### src/rtl/mode_record.sv
// Record mode: samples the note switches, times each held note in TICK units and
// builds a song buffer in the same packed note/duration/octave format auto-play reads.
module mode_record #(
    parameter int SONG_TIME = 56,
    parameter int TICK      = 10000000,
    parameter int LEN_W     = 6
) (
    input  logic                     clk,
    input  logic                     reset,
    input  logic                     rec_start,
    input  logic                     rec_stop,
    input  logic [3:0]               note_in,
    input  logic [1:0]               octave_in,
    output logic [SONG_TIME*4-1:0]   song_packed,
    output logic [SONG_TIME*4-1:0]   time_packed,
    output logic [SONG_TIME*2-1:0]   octave_packed,
    output logic [LEN_W-1:0]         rec_len,
    output logic                     recording,
    output logic                     rec_valid,
    output logic                     full,
    output logic [6:0]               led_out
);

    localparam int CYC_W = (TICK > 1) ? $clog2(TICK) : 1;

    typedef enum logic [1:0] {
        S_IDLE,
        S_ARMED,
        S_CAPTURE,
        S_DONE
    } state_t;

    state_t                   r_state;
    state_t                   w_state_nx;

    logic [3:0]               r_ns1, r_ns;
    logic [1:0]               r_os1, r_os;
    logic                     r_start_q, r_stop_q;
    logic [6:0]               r_led;

    logic [3:0]               r_cur_note;
    logic [1:0]               r_cur_oct;
    logic [CYC_W-1:0]         r_cyc;
    logic [3:0]               r_units;

    logic [SONG_TIME*4-1:0]   r_song;
    logic [SONG_TIME*4-1:0]   r_time;
    logic [SONG_TIME*2-1:0]   r_oct;
    logic [LEN_W-1:0]         r_rec_len;
    logic                     r_full;

    logic                     w_start_edge, w_stop_edge;
    logic                     w_tick, w_change;
    logic [3:0]               w_units_nx;
    logic [3:0]               w_note_clean;

    logic                     w_clear, w_latch, w_seg_wr, w_end_wr, w_full_set;
    logic [LEN_W-1:0]         w_end_idx, w_len_nx;

    assign w_note_clean = note_in[3] ? 4'd0 : note_in;
    assign w_start_edge = rec_start & ~r_start_q;
    assign w_stop_edge  = rec_stop & ~r_stop_q;
    assign w_tick       = (r_cyc == CYC_W'(TICK - 1));
    assign w_change     = (r_ns != r_cur_note) || (r_os != r_cur_oct);
    // Duration as it stands including this cycle, so a commit counts the current tick.
    assign w_units_nx   = (r_units == 4'd15) ? 4'd15 : r_units + {3'd0, w_tick};

    always_ff @(posedge clk or negedge reset) begin
        if (!reset) begin
            r_state <= S_IDLE;
        end else begin
            r_state <= w_state_nx;
        end
    end

    always_comb begin
        // NOTE: every signal gets a default before any branch so no latch is inferred.
        w_state_nx = r_state;
        w_clear    = 1'b0;
        w_latch    = 1'b0;
        w_seg_wr   = 1'b0;
        w_end_wr   = 1'b0;
        w_full_set = 1'b0;
        w_len_nx   = r_rec_len;
        w_end_idx  = r_rec_len;

        if (w_start_edge) begin
            w_clear    = 1'b1;
            w_len_nx   = '0;
            w_state_nx = S_ARMED;
        end else begin
            unique case (r_state)
                S_ARMED: begin
                    if (w_stop_edge) begin
                        w_end_wr   = 1'b1;
                        w_end_idx  = '0;
                        w_len_nx   = '0;
                        w_state_nx = S_DONE;
                    end else if (r_ns != 4'd0) begin
                        w_latch    = 1'b1;
                        w_state_nx = S_CAPTURE;
                    end
                end
                S_CAPTURE: begin
                    if (w_change || (w_units_nx == 4'd15) || w_stop_edge) begin
                        w_latch = 1'b1;
                        if (w_units_nx != 4'd0) begin
                            w_seg_wr = 1'b1;
                            w_len_nx = r_rec_len + LEN_W'(1);
                        end
                        if (w_len_nx == LEN_W'(SONG_TIME - 1)) begin
                            w_end_wr   = 1'b1;
                            w_end_idx  = LEN_W'(SONG_TIME - 1);
                            w_full_set = 1'b1;
                            w_state_nx = S_DONE;
                        end else if (w_stop_edge) begin
                            w_end_wr   = 1'b1;
                            w_end_idx  = w_len_nx;
                            w_state_nx = S_DONE;
                        end
                    end
                end
                default: ;
            endcase
        end
    end

    // Synchronizers, edge detectors and the LED echo.
    always_ff @(posedge clk or negedge reset) begin
        if (!reset) begin
            r_ns1     <= '0;
            r_ns      <= '0;
            r_os1     <= '0;
            r_os      <= '0;
            r_start_q <= 1'b0;
            r_stop_q  <= 1'b0;
            r_led     <= '0;
        end else begin
            // NOTE: sequential state uses non-blocking assignments so the 2-FF chain
            // really takes two edges regardless of statement order.
            r_ns1     <= w_note_clean;
            r_ns      <= r_ns1;
            r_os1     <= octave_in;
            r_os      <= r_os1;
            r_start_q <= rec_start;
            r_stop_q  <= rec_stop;
            r_led     <= (r_ns == 4'd0) ? 7'd0 : (7'd1 << (r_ns - 4'd1));
        end
    end

    always_ff @(posedge clk or negedge reset) begin
        if (!reset) begin
            r_cur_note <= '0;
            r_cur_oct  <= '0;
            r_cyc      <= '0;
            r_units    <= '0;
        end else if (w_latch) begin
            r_cur_note <= r_ns;
            r_cur_oct  <= r_os;
            r_cyc      <= '0;
            r_units    <= '0;
        end else if (r_state == S_CAPTURE) begin
            r_cyc      <= w_tick ? '0 : r_cyc + CYC_W'(1);
            r_units    <= w_units_nx;
        end
    end

    // Song buffer.
    always_ff @(posedge clk or negedge reset) begin
        if (!reset) begin
            // NOTE: the buffer is reset because the outputs must read 0 during reset
            // and a fresh recording relies on slots past the end marker being 0.
            r_song    <= '0;
            r_time    <= '0;
            r_oct     <= '0;
            r_rec_len <= '0;
            r_full    <= 1'b0;
        end else if (w_clear) begin
            r_song    <= '0;
            r_time    <= '0;
            r_oct     <= '0;
            r_rec_len <= '0;
            r_full    <= 1'b0;
        end else begin
            r_rec_len <= w_len_nx;
            if (w_full_set) begin
                r_full <= 1'b1;
            end
            for (int i = 0; i < SONG_TIME; i++) begin
                if (w_seg_wr && (r_rec_len == LEN_W'(i))) begin
                    r_song[4*i +: 4] <= r_cur_note;
                    r_time[4*i +: 4] <= w_units_nx;
                    r_oct[2*i +: 2]  <= r_cur_oct;
                end
                if (w_end_wr && (w_end_idx == LEN_W'(i))) begin
                    r_song[4*i +: 4] <= 4'hF;
                    r_time[4*i +: 4] <= 4'h0;
                    r_oct[2*i +: 2]  <= 2'h0;
                end
            end
        end
    end

    assign song_packed   = r_song;
    assign time_packed   = r_time;
    assign octave_packed = r_oct;
    assign rec_len       = r_rec_len;
    assign full          = r_full;
    assign led_out       = r_led;
    assign recording     = (r_state == S_ARMED) || (r_state == S_CAPTURE);
    assign rec_valid     = (r_state == S_DONE);

endmodule
### config.mk
export PLATFORM = sky130hd
export DESIGN_NAME = mode_record
export DESIGN_NICKNAME = d
export VERILOG_FILES = /design/src/rtl/mode_record.sv
export SDC_FILE = /design/constraint.sdc
export NUM_CORES = 1
export LEC_CHECK = 0
export CAP_MARGIN = 30
export CORE_MARGIN = 2
export CORE_UTILIZATION = 50
export DETAILED_ROUTE_END_ITERATION = 10
export PLACE_DENSITY = 0.77
export SLEW_MARGIN = 15
export SYNTH_ARGS = -nofsm -noshare
export SYNTH_HDL_FRONTEND = slang
export SYNTH_SLANG_ARGS = --single-unit
### constraint.sdc
create_clock -name clk -period 7.7 [get_ports clk]
set_input_delay 1.155 -clock clk [delete_from_list [all_inputs] [get_ports clk]]
set_output_delay 1.155 -clock clk [all_outputs]
set_load 0.005 [all_outputs]
Yosys cells after proc, flatten, opt, wreduce, memory -nomap -nowiden
Cells that the tools add are included.

cells by class
  shift-type cells = 1
  reductions and logical operators = 183
  bitwise logic cells = 4
  equality and inequality tests = 123
  muxes and demuxes = 389
  add/subtract/negate cells = 4

operator list
  kind                   number
  $mux 4                 227
  $mux 224               2
  $eq 6x6->1 const B     49
  $mux 2                 118
  $eq 6x5->1 const B     32
  $reduce_bool 3->1      57
  $logic_and 1x1->1      112
  $mux 112               1
  $eq 6x4->1 const B     16
  $mux 24                3
  $mux 6                 12
  $eq 6x3->1 const B     8
  $add 24x1->24 const B  1
  $eq 24x24->1 const B   1
  $eq 6x2->1 const B     4
  $pmux 6 s2             2
  $mux 1                 19
  $eq 6x1->1 const B     2
  $logic_not 6->1        2
  $ne 4x4->1 const B     3
  $reduce_bool 4->1      3
  $eq 4x4->1 const B     2
  $mux 7                 1
  $shl 1x4->7 const A    1
  18 further kinds       26

storage, ports and cells
  logic and storage cells = 886
  bits in registers = 621
  output and inout bits = 576
  input bits = 10

Logic depth before layout (Yosys ltp)
Gate-level depths: netlist of run 1.

  depth in word-level cells = 18
  gate-level depth with buffers = 19
  gate-level depth less buffers = 16

Least setup slack after synthesis of run 1
Ideal clock, no wire load.

  kind = register to register
  start = register r_cyc[0]
  end = register r_oct[94] (netlist: octave_packed[94])
  stages on the path, launching flop included = 18
  clock period less this slack = 4.494 ns
  setup slack = 3.206 ns
  path buffers = 1
  data required time = 7.563 ns
  arrival time = 4.357 ns
  setup time = 0.137 ns
  cells stage by stage = dfrtp_1 ha_1 nand4_1 nor2_1 nand4_1 or4b_2 inv_1 ha_1 ha_1 or4_1 nor2_2 nor2_1 a41oi_1 o211ai_2 or2_2 buf_2 nor2_1 o22ai_1

on the way
  word-level cells in the longest chain between the ends = 17
  elaborated cells between the ends (all ways) = 31
  those cells by class = 1 x add/sub; 4 x eq/ne; 20 x mux; 6 x reduce/logical

RTL lines
  item                                  line      text
  start: declaration                    43        logic [CYC_W-1:0] r_cyc;
  start signal: assignment              163       r_cyc <= w_tick ? '0 : r_cyc + CYC_W'(1);
  $eq 24x24->1 *                        63        assign w_tick = (r_cyc == CYC_W'(TICK - 1));
  $add 4x1->4 *                         66        assign w_units_nx = (r_units == 4'd15) ? 4'd15 : r_units + {3'd0, w_tick};
  $mux 4 *                              66
  $reduce_bool 4->1                     107       if (w_units_nx != 4'd0) begin
  $mux 6                                107
  $mux 6                                105       if (w_change || (w_units_nx == 4'd15) || w_stop_edge) begin
  $mux 6                                92        unique case (r_state)
  $mux 6                                87        if (w_start_edge) begin
  $eq 6x6->1 or $mux 6 (tied branches)  111, 116
  $mux 6                                111       if (w_len_nx == LEN_W'(SONG_TIME - 1)) begin
  $mux 6                                105
  $pmux 6 s2                            92
  $mux 6                                87
  $eq 6x6->1                            195       if (w_end_wr && (w_end_idx == LEN_W'(i))) begin
  $logic_and 1x1->1                     195
  $mux 2                                195
  $mux 112                              178       end else if (w_clear) begin
  end signal: indexed assignment        193       r_oct[2*i +: 2] <= r_cur_oct;
  end: declaration                      48        logic [SONG_TIME*2-1:0] r_oct;

Every way passes the cells marked *; elsewhere a longest branch is shown, timed or not. The select of a mux whose other input is x is not followed.
A chain may end at the register's enable or synchronous reset.

Worst setup path after layout of run 1
  start = register r_cyc[1]
  end = register r_time[154] (netlist: time_packed[154])

on the way
  word-level cells in the longest chain between the ends = 17
  elaborated cells between the ends (all ways) = 32
  those cells by class = 1 x add/sub; 4 x eq/ne; 21 x mux; 6 x reduce/logical

RTL lines
  item                                  line      text
  $eq 24x24->1 *                        63
  $add 4x1->4 *                         66
  $mux 4 *                              66
  $reduce_bool 4->1                     107
  $mux 6                                107
  $mux 6                                105
  $mux 6                                92
  $mux 6                                87
  $eq 6x6->1 or $mux 6 (tied branches)  111, 116
  $mux 6                                111
  $mux 6                                105
  $pmux 6 s2                            92
  $mux 6                                87
  $eq 6x6->1                            195
  $logic_and 1x1->1                     195
  $mux 4                                195
  $mux 224                              178
  end signal: indexed assignment        192       r_time[4*i +: 4] <= w_units_nx;
  end: declaration                      47        logic [SONG_TIME*4-1:0] r_time;

Marked as above.

==> impl_metrics.env, run 1 <==
export IMPL_slew_limit_headroom_pct=20.42
export IMPL_syn_to_final_growth_pct=32.03
export IMPL_global_route_usage_met2_pct=59.22
export IMPL_cts_repair_resized=0
export IMPL_cts_buffers=67
export IMPL_placement_rows=85
export IMPL_antenna_cells_inserted=0
export IMPL_die_y_um=237.3
export IMPL_synth_area_leaders="sky130_fd_sc_hd__dfrtp_1, sky130_fd_sc_hd__mux2i_1, sky130_fd_sc_hd__nand2_1, sky130_fd_sc_hd__nand3_1, sky130_fd_sc_hd__nor3_1"
export IMPL_synth_seq_area_share_pct=57.12
export IMPL_io_buffer_count=585
export IMPL_setup_worst_path_class="flop to flop"
export IMPL_first_iter_violations=2519
export IMPL_maxCapViolCount=0
export IMPL_final_setup_skew_ns=0.02266
export IMPL_cts_sinks=621
export IMPL_final_period_utilization_pct=80.50
export IMPL_power_clock_fraction_pct=40.3
export IMPL_crit_path_start_kind="flop"
export IMPL_die_x_um=237.3
export IMPL_final_setup_worst_slack_ns=1.502
export IMPL_pwr_density_cell_nw_per_um2=234.2
export IMPL_proportion_of_synthesized_flip_flops_having_asynchronous_set_or_reset_pct=100.0
export IMPL_netSwitchingFraction_pct=31.96
export IMPL_synthDistinctLibCells=73
export IMPL_top_usage_layer="met2"
export IMPL_layout_min_cycle_time_ns=6.198
export IMPL_yosys_area_top_type_share_pct=57.12
export IMPL_global_route_wire_length_before_repair_um=157500
export IMPL_ctsLongestPathBuffers=3
export IMPL_core_area_sq_um=53810
export IMPL_syn_avg_cell_area_sq_um=10.20
export IMPL_synth_net_count=2688
export IMPL_layoutNonFillerInstCount=3905
export IMPL_num_fill_cells=4029
export IMPL_ios=586
export IMPL_cts_setup_buffers=0
export IMPL_post_layout_net_count=3180
export IMPL_setup_viol_count_final=0
export IMPL_critPathMaxFanout=11
export IMPL_cts_max_level=3
export IMPL_ys_seq_elements=621
export IMPL_cp_slowest_cell="sky130_fd_sc_hd__nor4_1"
export IMPL_critical_path_cell_chain="ha_1 -> nand4_1 -> nor2_1 -> nand4_1 -> or4b_2 -> inv_1 -> ha_1 -> ha_1 -> a2111oi_2 -> buf_2 -> nor4_1 -> o211ai_1 -> a21oi_1 -> nand2_1 -> nor2_1 -> nor3_1"
export IMPL_hp_class="flop to flop"
export IMPL_path_common_cell="sky130_fd_sc_hd__ha_1"
export IMPL_fp_dieArea_sq_um=56290
export IMPL_post_synth_inst_count=2667
export IMPL_sum_of_negative_setup_slack_ns=0
export IMPL_placed_cells=3782
export IMPL_detailedPlacementHpwl_um=71740
export IMPL_p_seq_share_pct=40.5
export IMPL_post_synth_top_count_cell="sky130_fd_sc_hd__dfrtp_1"
export IMPL_maxSlewViolCount=0
export IMPL_maxClockFrequency_mhz=161.3
export IMPL_grt_setup_unrepaired="false"
export IMPL_dp_slack_ns=1.600
export IMPL_p_int_mw=5.723
export IMPL_grt_pass1_vias=24380
export IMPL_root_buffer="sky130_fd_sc_hd__clkbuf_16"
export IMPL_insertion_delay_ns=0.62
export IMPL_grt_remaining_overflow=0
export IMPL_worst_pin_slew_ns=1.194
export IMPL_detailedRoute_firstPassIterationCount=6
export IMPL_critical_path_rt_ns=8.16
export IMPL_dr_total_vias=24690
export IMPL_routedWlPerCell_um=27.27
export IMPL_synthFlopType="sky130_fd_sc_hd__dfrtp_1"
export IMPL_routed_via_density=6.323
export IMPL_cpLargestDelayFamily="simple AND/OR/NAND/NOR gates"
export IMPL_cts_clk_slew_worst_paths_ns=0.06
export IMPL_total_leakage_power_nw=16.44
export IMPL_yosys_area_top_type="sky130_fd_sc_hd__dfrtp_1"
export IMPL_final_hold_viol_count=0
export IMPL_initial_core_util_pct=50.55
export IMPL_total_switching_power_mw=2.688
export IMPL_total_wire_length_after_detailed_routing_um=106500
export IMPL_global_route_usage_met1_pct=46.26
export IMPL_synth_cells_most_frequent="sky130_fd_sc_hd__dfrtp_1, sky130_fd_sc_hd__nand2_1, sky130_fd_sc_hd__mux2i_1, sky130_fd_sc_hd__nand3_1, sky130_fd_sc_hd__nor2_1"
export IMPL_antenna_found_initial=0
export IMPL_grt_use_met3_pct=10.68
export IMPL_combPwrFrac_pct=19.1
export IMPL_detail_route_antenna_nets=0
export IMPL_yosys_warnings=0
export IMPL_whs_ns=0.3462
export IMPL_groute_usage_overall_pct=37.27
export IMPL_total_drc_errors_in_the_routed_layout=0
export IMPL_critPathCaptureType="flop"
export IMPL_crit_path_max_incr_delay_ns=0.78
export IMPL_status="completed"
export IMPL_path_buf_inv=2
export IMPL_synthesis_area_sq_um=27200
export IMPL_post_route_cells_drive_above_1_share_pct=6.669
export IMPL_ctsHoldBuffers=0
export IMPL_routabilityCongestion=0.9352
export IMPL_grt_max_degree=184
export IMPL_synth_edf_count=0
export IMPL_cp_arrival_ns=6.66
export IMPL_max_vdd_ir_drop_mv=0.1679
export IMPL_tritoncts="built"
-- kinds of logic (layout without fill, tap and decap cells) --
| kind of cell | after synthesis | after routing | share of synthesized area [%] |
|---|---|---|---|
| fa+ha+maj | 11 | 11 | 0.5059 |
| simple gates | 1022 | 1022 | 17.30 |
| mux | 287 | 287 | 10.59 |
| compound gates | 494 | 494 | 10.79 |
| flops | 621 | 621 | 57.12 |
| buf+inv | 216 | 758 | 3.169 |
| xor+xnor | 16 | 16 | 0.5152 |
-- per-stage QoR --
stage          instance area [sq um]  power, mW  util [%]
3_5_place_dp                   33550      5.021     62.35
6_report                       35920      8.411     66.74
2_1_floorplan                  27200      4.248         -
3_3_place_gp                   33470      4.983     62.20
5_1_grt                        35920      8.642     66.74
4_1_cts                        35870      8.377     66.66
-- layout make-up --
type / instances / area (sq um) / share of cell area (%)
clock buffer: 96 / 2017 / 5.615
clock inverter: 23 / 301.5 / 0.8395
inverter: 13 / 48.80 / 0.1359
multi-input combinational: 1830 / 10880 / 30.29
sequential: 621 / 15550 / 43.28
tap: 696 / 870.8 / 2.424
timing repair buffer: 626 / 6254 / 17.41
-- layer usage --
layer,part of all wire (%),wire length [um]
met2,47,49520
met3,11,11280
met4,6.0,6407
met1,37,39280
met5,0,0
-- registers in the layout, summed over array words and instances (netlist names), 4 cells and up --
name           count
led_out            7
octave_packed    112
r_cyc             24
r_units            4
rec_len            6
song_packed      224
time_packed      224
-- path summary, 6_finish.rpt --
kind | to | startpoint | slack (ns) | cells after the start
max in group asynchronous | octave_packed[67] | reset | 5.46 | 2
worst max register to register | time_packed[154] | r_cyc[1] | 1.50 | 16
min in group asynchronous | r_cur_note[0] | reset | 0.63 | 1
worst min register to register | r_os[0] | r_os1[0] | 0.35 | 0
worst min-delay path | r_os[0] | r_os1[0] | 0.35 | 0
worst max-delay path | time_packed[154] | r_cyc[1] | 1.50 | 16
-- placed cells by master (no fill, tap or decap), types with 7 or more instances in the layout --
cell type                         synthesis  layout
sky130_fd_sc_hd__nor2_2                   9      12
sky130_fd_sc_hd__mux2_2                   7       7
sky130_fd_sc_hd__clkinv_2                 0       9
sky130_fd_sc_hd__ha_1                    11      11
sky130_fd_sc_hd__o21ai_0                132     130
sky130_fd_sc_hd__o211ai_1                11      11
sky130_fd_sc_hd__o22ai_1                 66      66
sky130_fd_sc_hd__and2_1                  16      14
sky130_fd_sc_hd__inv_1                   12      12
sky130_fd_sc_hd__nor2_1                 184     179
sky130_fd_sc_hd__clkdlybuf4s50_1          0     584
sky130_fd_sc_hd__xor2_1                   8       8
sky130_fd_sc_hd__a21oi_1                150     150
sky130_fd_sc_hd__clkbuf_8                 0      21
sky130_fd_sc_hd__nand2_1                337     337
sky130_fd_sc_hd__nand4_1                 16      16
sky130_fd_sc_hd__clkbuf_16                0      68
sky130_fd_sc_hd__nor2b_1                 13      10
sky130_fd_sc_hd__nor3_1                 167     166
sky130_fd_sc_hd__nand2b_1                 9       7
sky130_fd_sc_hd__clkbuf_1               165       7
sky130_fd_sc_hd__a31oi_1                 73      73
sky130_fd_sc_hd__xnor2_1                  8       8
sky130_fd_sc_hd__mux2i_1                280     279
sky130_fd_sc_hd__nand3_1                213     213
sky130_fd_sc_hd__dfrtp_1                621     616
sky130_fd_sc_hd__and3_1                  27      27
sky130_fd_sc_hd__buf_4                    3      33
sky130_fd_sc_hd__a32o_1                   8       8
-- power by group through the flow --
stage               Sequential [mW]  Combinational [mW]  Clock (mW)
finish                         3.41                1.61        3.39
detailed placement             3.47                1.56           0
CTS                            3.41                1.56        3.41
global route                   3.42                1.67        3.56
global placement               3.46                1.52           0
floorplan                      3.44               0.804           0
(Power assumes the default switching activity.)
==> run 2, diff against run 1 <==
==> constraint.sdc (replaced) <==
create_clock -name clk -period 6.42 [get_ports clk]
set_input_delay 0.963 -clock clk [delete_from_list [all_inputs] [get_ports clk]]
set_output_delay 0.963 -clock clk [all_outputs]
set_load 0.005 [all_outputs]
==> impl_metrics.env, run 2 (synthesis results as in run 1) <==
export IMPL_critical_path_cell_chain="ha_1 -> nand4_1 -> nor2_1 -> nand4_1 -> or4b_2 -> inv_1 -> ha_1 -> ha_1 -> or4_1 -> nor2_2 -> nor2_1 -> buf_4 -> a41oi_1 -> o211a_1 -> nand2_1 -> nor2_1 -> nor3_1"
export IMPL_total_wire_length_after_detailed_routing_um=107200
export IMPL_critPathMaxFanout=10
export IMPL_hp_class="primary input to async pin"
export IMPL_crit_path_start_kind="flop"
export IMPL_io_buffer_count=585
export IMPL_cp_slowest_cell="sky130_fd_sc_hd__or4b_2"
export IMPL_grt_setup_unrepaired="false"
export IMPL_max_vdd_ir_drop_mv=0.2849
export IMPL_cts_max_level=2
export IMPL_detailedPlacementHpwl_um=72350
export IMPL_setup_slack_reg_to_reg_ns=0.62
export IMPL_slew_limit_headroom_pct=24.22
export IMPL_initial_core_util_pct=50.55
export IMPL_insertion_delay_ns=0.65
export IMPL_final_period_utilization_pct=90.28
export IMPL_r2r_end="octave_packed[73]"
export IMPL_core_area_sq_um=53810
export IMPL_global_route_wire_length_before_repair_um=158500
export IMPL_fp_dieArea_sq_um=56290
export IMPL_critical_path_rt_ns=6.87
export IMPL_status="completed"
export IMPL_layout_common_cells="sky130_fd_sc_hd__dfrtp_1, sky130_fd_sc_hd__clkdlybuf4s50_1, sky130_fd_sc_hd__nand2_1"
export IMPL_cp_arrival_ns=6.24
export IMPL_cts_sinks=621
export IMPL_first_iter_violations=2412
export IMPL_die_x_um=237.3
export IMPL_worst_pin_slew_ns=1.137
export IMPL_detailedRoute_firstPassIterationCount=8
export IMPL_ctsHoldBuffers=0
export IMPL_num_fill_cells=4050
export IMPL_post_route_cells_drive_above_1_share_pct=6.427
export IMPL_r2r_start="r_cyc[0]"
export IMPL_grt_remaining_overflow=0
export IMPL_reg2regPathDepth=17
export IMPL_dr_total_vias=24540
export IMPL_sum_of_negative_setup_slack_ns=0
export IMPL_grt_pass1_vias=24400
export IMPL_maxSlewViolCount=0
export IMPL_antenna_found_initial=0
export IMPL_cts_buffers=60
export IMPL_die_y_um=237.3
export IMPL_post_layout_net_count=3181
export IMPL_detail_route_antenna_nets=0
export IMPL_setup_viol_count_final=0
export IMPL_antenna_cells_inserted=0
export IMPL_groute_usage_overall_pct=37.52
export IMPL_critPathCaptureType="flop"
export IMPL_tritoncts="built"
export IMPL_final_common_cell="sky130_fd_sc_hd__dfrtp_1"
export IMPL_routabilityCongestion=0.9143
export IMPL_final_setup_skew_ns=0.02883
export IMPL_crit_path_max_incr_delay_ns=0.71
export IMPL_final_hold_viol_count=0
export IMPL_ctsLongestPathBuffers=3
export IMPL_ios=586
export IMPL_dp_slack_ns=0.5686
export IMPL_setup_worst_path_class="flop to flop"
export IMPL_grt_max_degree=242
export IMPL_total_leakage_power_nw=16.33
export IMPL_final_setup_worst_slack_ns=0.6238
export IMPL_maxClockFrequency_mhz=172.5
export IMPL_routed_via_density=6.291
export IMPL_cts_repair_resized=0
export IMPL_syn_to_final_growth_pct=31.18
export IMPL_cts_setup_buffers=0
export IMPL_maxCapViolCount=0
export IMPL_cts_clk_slew_worst_paths_ns=0.06
export IMPL_placement_rows=85
export IMPL_total_drc_errors_in_the_routed_layout=0
export IMPL_routedWlPerCell_um=27.47
export IMPL_root_buffer="sky130_fd_sc_hd__clkbuf_16"
export IMPL_pwr_density_cell_nw_per_um2=271.6
export IMPL_layout_min_cycle_time_ns=5.796
run 2: cell count changes in the layout (fill, tap and decap cells not counted), sizes merged:
cell      before  now
buf           42   50
bufinv         6    5
clkbuf        96   88
clkinv        10    9
clkinvlp       1    2
inv           19   16
run 2: through the flow:
stage	instance area, sq um	hold WS [ns]	cells	power (mW)	utilization (%)
3_5_place_dp	33590	0.3402	3790	6.028	62.43
4_1_cts	35620	0.3329	3897	9.649	66.19
5_1_grt	35690	0.3553	3901	9.946	66.31
6_report	35690	0.3375	3901	9.693	66.31
2_1_floorplan	27200	0.3312	2667	5.095	-
3_3_place_gp	33580	0.3381	3788	5.985	62.40
run 2: report_power, final:
group | internal (mW) | switching, mW | total, mW
Sequential | 4.00 | 0.0940 | 4.09
Combinational | 0.436 | 1.49 | 1.93
Clock | 2.12 | 1.55 | 3.67
run 2: metal layers:
| metal | wire length [um] | part of all wire, % | GRT usage, % |
|---|---|---|---|
| met5 | 0 | 0 | 0 |
| met4 | 5909 | 5.5 | 17.76 |
| met3 | 10790 | 10 | 10.32 |
| met2 | 50250 | 47 | 60.17 |
| met1 | 40220 | 38 | 47.42 |
run 2: worst max path at each step:
stage	startpoint	to	slack (ns)	cells past startpoint
after global placement	r_cyc[0]	octave_packed[41]	0.78	16
after detailed placement	r_cyc[0]	octave_packed[40]	0.57	16
after global routing	r_cyc[0]	octave_packed[73]	0.33	17
final	r_cyc[0]	octave_packed[73]	0.62	17
after CTS	r_cyc[0]	octave_packed[40]	0.56	16
after floorplan	r_cyc[0]	octave_packed[94]	1.93	17
run 2: worst max-delay path: cells and delay by family (launching register included):
family	cells	cell delay (ns)
buffers and inverters	2	0.28
AND/OR/NAND/NOR	10	3.57
flip-flops	1	0.43
adder cells (fa/ha/maj)	3	0.77
AO/OA/AOI/OAI	2	0.56
run 2: area by class of cell:
cell class                      instances  area, sq um  share of cell area [%]
Multi-Input combinational cell       1830        10880                   30.49
Clock inverter                         19        236.5                  0.6626
Tap cell                              696        870.8                   2.440
Inverter                               13        48.80                  0.1367
Sequential cell                       621        15550                   43.56
Clock buffer                           88         1788                   5.010
Timing Repair Buffer                  634         6316                   17.70
